<file path="src/rtl/tpu_int_ctrl.sv">
// tpu_int_ctrl: interrupt controller for the TPU's interrupt sources.
// SYS_CLK   - sole clock, rising edge
// RSTTPU_N  - asynchronous active-low reset
// INT_SRC   - level interrupt lines, a rising edge is an event (bit 0 = timer TPUINT)
// INT_MSK   - 1 = source masked (kept pending, not forwarded)
// INT_ACK   - single-cycle CPU acknowledge of the current request
// MISS_CLR  - synchronous clear of MISS_CNT
// CPU_INTR  - interrupt request to the CPU
// INT_VEC   - index of the source being requested
// PENDING   - registered pending bits
// MISS_CNT  - saturating count of cycles that lost one or more events
module tpu_int_ctrl #(
    parameter int N_SRC = 4,
    parameter int CNT_W = 8
) (
    input  logic                     SYS_CLK,
    input  logic                     RSTTPU_N,
    input  logic [N_SRC-1:0]         INT_SRC,
    input  logic [N_SRC-1:0]         INT_MSK,
    input  logic                     INT_ACK,
    input  logic                     MISS_CLR,
    output logic                     CPU_INTR,
    output logic [$clog2(N_SRC)-1:0] INT_VEC,
    output logic [N_SRC-1:0]         PENDING,
    output logic [CNT_W-1:0]         MISS_CNT
);
    localparam int VW = $clog2(N_SRC);
    localparam logic [1:0] IDLE = 2'd0;
    localparam logic [1:0] REQ  = 2'd1;
    localparam logic [1:0] GAP  = 2'd2;
    logic [1:0]       r_state;
    logic [N_SRC-1:0] r_prev;
    logic [N_SRC-1:0] r_pend;
    logic [VW-1:0]    r_vec;
    logic [CNT_W-1:0] r_cnt;
    logic [N_SRC-1:0] w_evt;
    logic [N_SRC-1:0] w_clr;
    logic [N_SRC-1:0] w_elig;
    logic [VW-1:0]    w_lo;
    logic             w_ack;
    logic             w_miss;
    assign w_evt  = INT_SRC & ~r_prev;
    assign w_ack  = (r_state == REQ) && INT_ACK;
    assign w_clr  = w_ack ? (N_SRC'(1) << r_vec) : '0;
    assign w_elig = r_pend & ~INT_MSK;
    // a same-cycle ack of the bit re-arms it via the set, so it is not a miss
    assign w_miss = |(w_evt & r_pend & ~w_clr);
    always_comb begin
        w_lo = '0;
        for (int i = N_SRC - 1; i >= 0; i--)
            if (w_elig[i]) w_lo = VW'(i);
    end
    always_ff @(posedge SYS_CLK or negedge RSTTPU_N) begin
        if (!RSTTPU_N) begin
            r_state <= IDLE;
            r_prev  <= '0;
            r_pend  <= '0;
            r_vec   <= '0;
            r_cnt   <= '0;
        end else begin
            r_prev <= INT_SRC;
            r_pend <= (r_pend & ~w_clr) | w_evt;
            r_cnt  <= MISS_CLR ? CNT_W'(w_miss) :
                      (w_miss && !(&r_cnt)) ? r_cnt + CNT_W'(1) : r_cnt;
            case (r_state)
                IDLE: if (|w_elig) begin
                    r_vec   <= w_lo;
                    r_state <= REQ;
                end
                REQ:     if (INT_ACK) r_state <= GAP;
                default: r_state <= IDLE;
            endcase
        end
    end
    assign CPU_INTR = (r_state == REQ);
    assign INT_VEC  = r_vec;
    assign PENDING  = r_pend;
    assign MISS_CNT = r_cnt;
endmodule

</file>
<file path="config.mk">
export PLATFORM = sky130hd
export DESIGN_NAME = tpu_int_ctrl
export DESIGN_NICKNAME = d
export VERILOG_FILES = /design/src/rtl/tpu_int_ctrl.sv
export SDC_FILE = /design/constraint.sdc
export NUM_CORES = 1
export LEC_CHECK = 0
export CAP_MARGIN = 0
export CORE_MARGIN = 2
export CORE_UTILIZATION = 49
export CTS_CLUSTER_SIZE = 30
export DETAILED_ROUTE_END_ITERATION = 12
export PLACE_DENSITY = 0.8
export SYNTH_ARGS = -nofsm -noshare
export SYNTH_HDL_FRONTEND = slang
export SYNTH_SLANG_ARGS = --single-unit
</file>
<file path="constraint.sdc">
create_clock -name SYS_CLK -period 3.1 [get_ports SYS_CLK]
set_input_delay 0.31 -clock SYS_CLK [delete_from_list [all_inputs] [get_ports SYS_CLK]]
set_output_delay 0.31 -clock SYS_CLK [all_outputs]
set_load 0.01 [all_outputs]
</file>
### Yosys cells after proc, flatten, opt, wreduce, memory -nomap -nowiden

Cells that the tools add are included.

| operators by class | value |
|---|---|
| add/subtract/negate cells | 1 |
| $mul | 0 |
| divide/modulo/power cells | 0 |
| order comparisons | 0 |
| equal/unequal tests | 3 |
| shift operators | 1 |
| muxes and demuxes | 10 |
| bitwise operators | 9 |
| reductions and logical operators | 10 |

Operator list:

| cell | number |
|---|---|
| $and 4x4->4 | 5 |
| $mux 8 | 2 |
| $mux 2 | 6 |
| $not 4->4 | 3 |
| $add 8x1->8 const B | 1 |
| $reduce_and 8->1 | 1 |
| $reduce_or 4->1 | 2 |
| $mux 4 | 1 |
| $ne 2x2->1 const B | 2 |
| $or 4x4->4 | 1 |
| $pmux 2 s2 | 1 |
| $reduce_and 2->1 | 2 |
| $shl 1x2->4 const A | 1 |
| $eq 2x1->1 const B | 1 |
| $logic_and 1x1->1 | 2 |
| $logic_not 2->1 | 1 |
| $reduce_bool 2->1 | 1 |
| $logic_not 1->1 | 1 |

| word-level totals | value |
|---|---|
| register bits after elaboration | 20 |
| bits in latches | 0 |
| RAM bits | 0 |
| ROM bits | 0 |
| input bits | 12 |
| output and inout port bits | 15 |
| word-level logic and storage cells | 39 |
| memories kept | 0 |

### Longest topological paths before layout

| logic depth | value |
|---|---|
| word-level depth | 9 |
| gate-level depth with buffers | 6 |
| gate-level depth less buffers | 6 |

### Worst setup path after synthesis

No wires, ideal clock.

| timing | value |
|---|---|
| path kind | register to register |
| from | register r_cnt[0] (netlist: MISS_CNT[0]) |
| to | register r_cnt[5] (netlist: MISS_CNT[5]) |
| library setup time | 0.125 ns |
| data arrival time | 1.736 ns |
| required time | 2.975 ns |
| setup slack | 1.239 ns |
| cell stages (with the launch flop) | 7 |
| buffers on the path | 0 |
| clock period less this slack | 1.861 ns |
| path through | dfrtp_1 -> ha_1 -> and3_1 -> and3_1 -> a21oi_4 -> nand4_2 -> mux2_4 |

| between the ends | value |
|---|---|
| word-level cells in the longest chain between the ends | 4 |
| elaborated cells between the ends (all ways) | 7 |
| classes of those cells | 1 x add/sub; 2 x mux; 4 x reduce/logical |

RTL lines:

| what | RTL line | RTL |
|---|---|---|
| start, declared | 35 | `logic [CNT_W-1:0] r_cnt;` |
| start signal, assigned | 63 | `r_cnt <= MISS_CLR ? CNT_W'(w_miss) :` |
| branches (longest 4 deep; another with $add 8x1->8) | n/a |  |

Several ways; the timed one is not identified. The select of a mux whose other input is x is not followed.
A chain may end at the register's enable or synchronous reset.

### Worst setup path after layout

Ends and elaborated chain as after synthesis.

==> metrics.txt <==
Place WS 928.2 ps; Avg WL per Cell around 13 µm; DRT Pass-1 Iters 4; Worst Setup End Kind flop; Setup TNS Final 0 ps; die height about 48 µm; antenna violations before repair 0; most frequent cells in the layout 26 x clkdlybuf4s50_1, 20 x dfrtp_1, 9 x nand2b_1; Pwr Density slightly below 700 nW/µm²; R2R Setup Slk 1090 ps; DP Area 1255 µm²; Max Clock Freq 0.4974 GHz; slowest stage delay, CP 440 ps; Crit-path slowest cell dfrtp_1; internal power 0.5874 mW; gr usage total 0.1901; Post-synth EDFFs 0; maximum fanout along the worst path 9; Max Root-Sink Buffers 2; period utilization 0.6485; Reg2Reg Capture Point MISS_CNT[5]$_DFFE_PN0P_; core area 1902 µm²; Top FF cell, synth dfrtp_1; Required @ worst endpoint 3290 ps; CTS sink cnt 20; Layout Area Growth over Synthesis 33.85%; Fin. Hold Viols 0; Avg Cell Area, Syn 10.49 µm²; Clock transition at path regs 110 ps; Finish-stage setup viols 0; final worst slack ~1100 ps; pin count of the biggest net entering global routing 21; Mapped Cells 92; Die Wd 48.37 µm; worst slew pin tran 854.1 ps; setup repair bufs after CTS 0; crit-path cells ha_1 > and3_1 > and3_1 > a21oi_4 > nand4_2 > mux2_4; std cell rows 16; fraction of layout cells with a size suffix above 1 0.07438; Remaining Overflow, GRT 0; FF-to-FF Start MISS_CNT[0]$_DFFE_PN0P_; crit path DAT 2200 ps; P_sw 0.3045 mW; Fin Clk Skew 1.743 ps; Ports 27; vias in the first global route 802; Post-layout nets between 100 and 150; DRC viols 0; Root Buffer clkbuf_4; design area roughly 1300 µm²; Distinct cells, synth 31; Post-synth ARST share 1.000; min cycle time layout 2010 ps; post_cts resized 0; vias per cell ~5.4; VDD IR max 475.7 µV; most common cell after layout, fill and taps aside clkdlybuf4s50_1; critical path depth 6; first-pass GRT wire length 3429 µm; Worst-Skew Late Latency 290 ps; RSZ-0062 raised after global routing false; Initial Util 0.5072; via count 797; Die ar. ~2300 µm²; Routed WL ~2000 µm; Final Max Slew Viols 0; antenna cells 0; Detailed Place HPWL about 1500 µm; Max-Cap Viols 0; Final ANT Viol Nets 0; Most Frequent Cell on Critical Path and3_1; Worst setup endpoint MISS_CNT[5]$_DFFE_PN0P_; CP startpoint MISS_CNT[0]$_DFFE_PN0P_; initial DRC count 20; critical path's top delay family simple AND/OR/NAND/NOR gates; cells on worst reg2reg path 6; Hold Path Origin INT_SRC[1]; post-synth net total 105; Reg power frac 0.435; H-tree depth 1; combinational share of power 0.402; warnings from Yosys 0; routability cong. 0.7724; crit path launch type flop; hold slack about 480 ps; number of port buffers 26; Seq cells post-synth 20; Crit Path Category reg2reg; Worst Path Buf+Inv 0; Clk pwr share 0.163; hold buffer count at CTS 0; Lkg Pwr around 0.57 nW; Final Util 0.6789; switching power share of the total 0.3414; CTS buffer count 3; worst min-delay path category in2reg; Hold Path Cell Cnt 1; status finished, final reports clean; Worst slew margin 0.4288; Filler cells 157; TritonCTS clock tree yes; cell area after synthesis between 900 and 1000 µm²; Seq/Total Area, Yosys 0.5188
==> stage by stage <==
| step | instances | power, mW |
|---|---|---|
| after floorplan | 92 | 0.5815 |
| after global placement | 144 | 0.7457 |
| after detailed placement | 144 | 0.7574 |
| after CTS | 148 | 0.9064 |
| after global routing | 148 | 0.9589 |
| final | 148 | 0.8919 |
==> layout make-up <==
| cell class | count | area, µm² | share of cell area |
|---|---|---|---|
| multi-input cells | 65 | 437.9 | 0.3391 |
| clock buffers | 4 | 36.28 | 0.02810 |
| well taps | 27 | 33.78 | 0.02616 |
| repair buffers | 26 | 260.3 | 0.2016 |
| inverters | 6 | 22.52 | 0.01744 |
| flip-flops and latches | 20 | 500.5 | 0.3876 |
==> sequential cells by signal (all words and copies together) (netlist names) <==
signal	flops
r_state	2
PENDING	4
MISS_CNT	8
r_prev	4
INT_VEC	2
==> kinds of logic (layout without fill, tap and decap cells) <==
kind of cell	Yosys count	after routing	share of synthesized area
DFF	20	20	0.5188
and+or+nand+nor	38	38	0.2296
AOI/OAI and AO/OA	23	23	0.1738
muxes	3	3	0.03761
adders and majority gates	1	1	0.01297
buffers and inverters	7	36	0.02723
==> Yosys cell counts (2+ instances only) <==
library cell	n	area (µm²)
and3_1	5	31.28
nor2b_1	4	25.02
o31ai_1	2	15.01
nand2b_1	9	56.30
dfrtp_1	20	500.5
a21oi_1	6	30.03
inv_1	6	22.52
nand2_1	8	30.03
nor2_1	6	22.52
o21ai_1	4	20.02
o22a_1	2	17.52
==> power groups by stage <==
stage | sequential (mW) | clock [mW] | combinational, mW
2_1_floorplan | 0.405 | 0 | 0.176
3_3_place_gp | 0.393 | 0 | 0.352
3_5_place_dp | 0.394 | 0 | 0.364
4_1_cts | 0.390 | 0.152 | 0.365
5_1_grt | 0.400 | 0.164 | 0.395
6_report | 0.388 | 0.145 | 0.358
==> per-layer routing <==
metal  share of wire  up-vias  wire length [µm]  track usage
met2            0.50       31               987       0.3241
met5               0        -                 0            0
met1            0.42      375               840       0.2183
met3           0.055        8               109      0.04321
met4           0.025        0                49       0.1143
li1                -      383                 -            -
==> worst min path at each step <==
stage | slack (ps) | endpoint
finish | 480 | r_prev[1]$_DFF_PN0_
global route | 460 | r_prev[1]$_DFF_PN0_
CTS | 460 | r_prev[1]$_DFF_PN0_
detailed placement | 520 | PENDING[0]$_DFF_PN0_
global placement | 520 | PENDING[3]$_DFF_PN0_
floorplan | 10 | INT_VEC[0]$_DFFE_PN0P_
No activity file was read; power rests on OpenSTA's default activity.
